[src/rtl/sigen_pkg.sv]
// sigen_pkg: shared types and defaults for the square-wave generator and measurement blocks
package sigen_pkg;
  typedef enum logic [1:0] {IDLE, MEAS_HIGH, MEAS_LOW} meas_state_t;
  localparam int CLK_HZ = 125_000_000;
  localparam int DEF_CNT_W = 30;
endpackage

[src/rtl/sigmeas_sync.sv]
// sigmeas_sync: multi-flop synchronizer with a history flop for rise/fall detection
module sigmeas_sync #(
  parameter int SYNC_STAGES = 2
) (
  input  logic clk,
  input  logic rst_n,
  input  logic d_async,
  output logic q,
  output logic rise,
  output logic fall
);
  logic [SYNC_STAGES-1:0] s;
  logic hist;
  always_ff @(posedge clk or negedge rst_n) begin
    if (!rst_n) begin
      s <= '0;
      hist <= 1'b0;
    end else begin
      s <= {s[SYNC_STAGES-2:0], d_async};
      hist <= s[SYNC_STAGES-1];
    end
  end
  assign q = s[SYNC_STAGES-1];
  assign rise = q & ~hist;
  assign fall = ~q & hist;
endmodule

[src/rtl/sigmeas_rx.sv]
// sigmeas_rx: measures period and high time of an external square wave and flags loss of signal
module sigmeas_rx
  import sigen_pkg::*;
#(
  parameter int CNT_W = DEF_CNT_W,
  parameter int TIMEOUT = CLK_HZ,
  parameter int SYNC_STAGES = 2
) (
  input  logic             clk,
  input  logic             rst_n,
  input  logic             pmod_in,
  output logic [CNT_W-1:0] period,
  output logic [CNT_W-1:0] high_time,
  output logic             meas_valid,
  output logic             no_signal
);
  localparam logic [CNT_W-1:0] CMAX = CNT_W'(TIMEOUT - 1);
  meas_state_t state;
  logic [CNT_W-1:0] cnt, hi_tmp;
  logic synced, rise, fall, at_max, held;
  sigmeas_sync #(.SYNC_STAGES(SYNC_STAGES)) u_sync (
    .clk,
    .rst_n,
    .d_async(pmod_in),
    .q(synced),
    .rise,
    .fall
  );
  assign at_max = cnt == CMAX;
  // input still sits at the level the current state expects, i.e. no edge this cycle
  assign held = synced == (state == MEAS_HIGH);
  always_ff @(posedge clk or negedge rst_n) begin
    if (!rst_n) begin
      state <= IDLE;
      cnt <= '0;
      hi_tmp <= '0;
      period <= '0;
      high_time <= '0;
      meas_valid <= 1'b0;
      no_signal <= 1'b1;
    end else begin
      meas_valid <= 1'b0;
      cnt <= rise ? '0 : at_max ? cnt : cnt + 1'b1;
      case (state)
        IDLE: if (rise) state <= MEAS_HIGH;
        MEAS_HIGH:
          if (fall) begin
            hi_tmp <= cnt + 1'b1;
            state <= MEAS_LOW;
          end else if (at_max && held) begin
            no_signal <= 1'b1;
            state <= IDLE;
          end
        MEAS_LOW:
          if (rise) begin
            period <= cnt + 1'b1;
            high_time <= hi_tmp;
            meas_valid <= 1'b1;
            no_signal <= 1'b0;
            state <= MEAS_HIGH;
          end else if (at_max && held) begin
            no_signal <= 1'b1;
            state <= IDLE;
          end
        default: state <= IDLE;
      endcase
    end
  end
endmodule

[config.mk]
export PLATFORM = sky130hd
export DESIGN_NAME = sigmeas_rx
export DESIGN_NICKNAME = d
export VERILOG_FILES = /design/src/rtl/sigen_pkg.sv /design/src/rtl/sigmeas_sync.sv /design/src/rtl/sigmeas_rx.sv
export SDC_FILE = /design/constraint.sdc
export NUM_CORES = 1
export LEC_CHECK = 0
export CORE_UTILIZATION = 27
export CTS_CLUSTER_DIAMETER = 150
export DETAILED_ROUTE_END_ITERATION = 7
export GPL_ROUTABILITY_DRIVEN = 0
export PLACE_DENSITY_LB_ADDON = 0.3
export SYNTH_ARGS = -nofsm -noshare
export SYNTH_HDL_FRONTEND = slang
export SYNTH_SLANG_ARGS = --single-unit
[constraint.sdc]
create_clock -name clk -period 2.45 [get_ports clk]
set_input_delay 0.49 -clock clk [delete_from_list [all_inputs] [get_ports clk]]
set_output_delay 0.49 -clock clk [all_outputs]
set_load 0.005 [all_outputs]
; ---- Yosys cells after proc, flatten, opt, wreduce, memory -nomap -nowiden
; Index checks and enable logic that the tools add are counted.
[totals]
reg_bits = 127
in_bits = 3
out_inout_bits = 62
wordCells = 40
[classes]
addsub = 1
eq_ne = 7
muxes = 13
bitwise_logic = 4
reduce_logical = 6
[op_table]
columns = operator, n
row1 = 2-to-1 mux 30 bit, 2
row2 = "adder 30 x 1 -> 30 bit, second input constant", 1
row3 = "equality test 30 x 27 -> 1 bit, second input constant", 1
row4 = 2-to-1 mux 2 bit, 4
row5 = one-hot mux 2 bit (3 select lines), 1
row6 = AND reduction 2 bit, 3
row7 = 2-to-1 mux 1 bit, 5
row8 = "inequality test 2 bit, second input constant", 2
row9 = bitwise AND 1 bit, 2
row10 = "equality test 2 x 1 -> 1 bit, second input constant", 1
row11 = "equality test 2 bit, second input constant", 1
row12 = logical NOT 2 bit, 1
row13 = "inequality test 2 x 1 -> 1 bit, second input constant", 1
row14 = NOT 1 bit, 2
row15 = one-hot mux 1 bit (2 select lines), 1
row16 = nonzero test 2 bit, 1
row17 = equality test 1 bit, 1
row18 = logical AND 1 bit, 1

; ---- Longest topological paths before layout
[logic_depth]
word_depth = 6
ltp_mapped = 7
mapped_depth_nobuf = 6

; ---- Hierarchy
; A second synthesis with hierarchy kept.
[unflattened]
hier_cells = 533
area_unflattened_um2 = 5255.0
[by_module_without_submodules]
columns = module, n_inst, cells_each, area_per_inst_um2, seq_area_each_um2
row1 = sigmeas_rx, 1, 528, 5165.0, 3104.2
row2 = sigmeas_sync, 1, 5, 90.1, 75.1

; ---- Worst setup path after synthesis
; OpenSTA, ideal clock, no wires.
[synth_path]
kind = reg-to-reg
from = register cnt[0]
to = register hi_tmp[28]
setup_ns = 0.128
arrival_time_ns = 1.543
t_required_ns = 2.322
path_slack_ns = 0.778
stages_incl_launch_ff = 7
path_buffers = 0
synth_period_minus_slack_ns = 1.672
cell_sequence = dfrtp_1 -> ha_1 -> nand3_4 -> nor2_2 -> nor4b_2 -> xnor2_1 -> o21ai_1
[synth_between]
elab_chain_cells = 1
[synth_lines]
columns = element, line
row1 = from (decl), sigmeas_rx.sv:19  ; logic [CNT_W-1:0] cnt, hi_tmp;
row2 = from (signal assigned), sigmeas_rx.sv:43  ; cnt <= rise ? '0 : at_max ? cnt : cnt + 1'b1;
row3 = adder 30 x 1 -> 30 bit, sigmeas_rx.sv:48  ; hi_tmp <= cnt + 1'b1;
row4 = to (signal assigned), sigmeas_rx.sv:48
row5 = to (decl), sigmeas_rx.sv:19
; Every way passes these cells.
; A chain may end at the register's enable or synchronous reset.

; ---- Worst setup path after layout
; Ends and elaborated chain as after synthesis.

==> reports/results.ini <==
[clock_tree]
cts_tree=done
max-clock-path-buffers=2
post_cts_resized=0
cts_root_buffer=clkbuf_16
cts_made_buffers=17
post-cts-setup-buffer-count=0
clock_latency_ns=0.42
clk_pin_slew_ns=0.06
htreeDepth=4
cts_hold_buf=0
clkSinkCount=127

[placed_design]
dp_hpwl_mm=8.13
port_buffers=64
place_ws_ns=0.424

[sta]
slew-limit-headroom_pct=63.3
fin_skew_ns=0.00786
finalCriticalPeriod_ns=2.05
setup_viol=0
slew_violations=0
period_share_pct=83.5
layout_setup_ws_ns=0.405
fin_tns_setup_ns=0
max_freq_mhz=489
timing.hold.ws_ns=0.0304
finalHoldViolCount=0
worstMarginPinSlew_ns=0.550
rsz0062_at_grt=no

[grt]
grt_overflow=0
grt_max_degree=56
antenna_found_initial=0
grt_pass1_vias=3740
grt_usage_pct=13.4
grt_first_pass_wirelength_mm=20.1

[critical_path]
arrival_ns=2.34
crit_path_top_delay_cell=dfrtp_1
critPathLaunchType=register
critPathMaxFanout=9
required_ns=2.74
crit_type=register to register
critical_path.cell_chain=ha_1 > nand3_4 > nor2_2 > nor4b_2 > xnor2_1 > o21ai_1
end_kind=register
cp_slowest_stage_delay_ns=0.46
path_buf_inv=0
critPathTopFamily=simple AND/OR/NAND/NOR gates

[die]
die_y_um=140
rows=49
start_util_pct=28.0
die_area_sq_mm=0.0195
ioPinCount=65
design.core.area_sq_mm=0.0183
die_width_um=140

[job]
drv_cap=0

[finish]
multi_input_area_sq_mm=0.00184
post-route-util_pct=36.8
fillers=1843
drive_gt1_share_pct=10.8
nNetsFinal=584
area_growth_pct=31.5
seq_area_sq_mm=0.00318
n_antenna_cell=0

[yosys]
async_flop_share_pct=100
synth_area_leaders=dfrtp_1, nand2_1, o21ai_0
synth_edf_count=0
syn_nets=513
synth_area_sq_mm=0.00511
yosysUniqueCellTypes=43
yosysMostFrequentCell=nand2_1
synth_area_leader_cell=dfrtp_1
synth.top_cells.by_count=nand2_1, dfrtp_1, o21ai_0
synth_cells=509
ys_seq_area_share_pct=62.2
yosysWarnings=0
synth_top_area_share_pct=61.6
ys.flop_type=dfrtp_1
synth_seq_cells=127
syn_area_per_cell_sq_um=10.0

[route]
drt-pass1-iter-count=4
ant_nets=0
via_per_inst=4.56
via_count=3746
wl_per_cell_um=14.5
drt-total-wl_mm=11.9
drcViolationCount=0
drt_iter0_markers=172

[min_path]
hold_class=primary input to asynchronous set/reset pin

[power]
irDropWorstVdd_uv=445
power.density_mw_per_mm2=823
leakagePower_nw=3.04
finalPower_w=0.00554

[status]
status=finished, final reports clean

## worst register-to-register path, delay by kind of cell, from the launching register on
family	cells	cell delay (ns)
AND/OR/NAND/NOR	3	0.85
flip-flops	1	0.46
adder cells (fa/ha/maj)	1	0.27
XOR/XNOR	1	0.22
AO/OA/AOI/OAI	1	0.12
## per-layer routing
metal	vias up	track usage [%]	wire length (um)	part of all wire, %
met4	0	5.09	174	1.5
met5	-	0	0	0
met1	1831	18.0	5960	50
li1	1825	-	-	-
met2	77	20.4	5420	45
met3	13	3.89	385	3.2
## metrics by stage
stage / area [sq um] / std cells
finish: 6730 / 822
global route: 6730 / 822
CTS: 6730 / 822
detailed placement: 6060 / 790
global placement: 6060 / 790
floorplan: 5110 / 509
## area by class of cell
class | count | share of cell area (%)
tap | 229 | 4.26
multi-input combinational | 356 | 27.3
clock buffer | 19 | 6.73
clock inverter | 13 | 3.12
timing repair buffer | 73 | 11.0
inverter | 5 | 0.279
sequential | 127 | 47.3
## path summary, 6_finish.rpt
check                            start           to  slack (ns)  cells after the start
min reg2reg                u_sync.s[0]  u_sync.s[1]        0.35                      0
max in group asynchronous        rst_n    no_signal        1.79                      2
min                              rst_n    hi_tmp[5]        0.03                      1
max                             cnt[0]   hi_tmp[28]        0.40                      6
min in group clk           u_sync.s[0]  u_sync.s[1]        0.35                      0
max reg2reg                     cnt[0]   hi_tmp[28]        0.40                      6
## report_power, final
group          total (W)  leakage [nW]  switching [W]  internal [W]
Sequential       0.00232          1.75      0.0000999       0.00222
Clock            0.00282         0.320       0.000953       0.00186
Combinational   0.000403         0.975       0.000211      0.000192
Total            0.00554          3.04        0.00126       0.00427
## cell families after synthesis
group | synth area share [%]
AOI/OAI and AO/OA | 6.97
xor gates and xnor gates | 4.97
adders and majority gates | 0.245
buffers and inverters | 2.03
DFF | 62.2
muxes | 0.416
and+or+nand+nor | 23.2
## sequential cells by signal, indices dropped and copies added, names as in the netlist
| register | flops |
|---|---|
| cnt | 30 |
| hi_tmp | 30 |
| high_time | 30 |
| period | 30 |
| state | 2 |
| u_sync.s | 2 |
| meas_valid | 1 |
| no_signal | 1 |
| u_sync.hist | 1 |
## cells in the final DEF (no fill, tap or decap), types with 3 or more instances in the layout
cell type | Yosys | final
buf_12 | 0 | 3
clkinv_4 | 0 | 3
o21ai_0 | 49 | 49
nor2_1 | 30 | 30
nor4_2 | 3 | 3
o21ai_1 | 12 | 12
buf_4 | 0 | 7
dfrtp_1 | 126 | 126
nand2_1 | 166 | 166
clkdlybuf4s50_1 | 0 | 63
and4_1 | 3 | 3
xor2_1 | 15 | 15
xnor2_1 | 14 | 14
a21oi_1 | 4 | 4
clkbuf_16 | 0 | 17
nor4b_1 | 3 | 3
nor3_1 | 7 | 7
nand3_1 | 13 | 12
and3_1 | 3 | 3
bufinv_16 | 0 | 5
inv_1 | 4 | 4
nand4_1 | 5 | 5
Note: power is estimated with default switching activity, not from simulation.
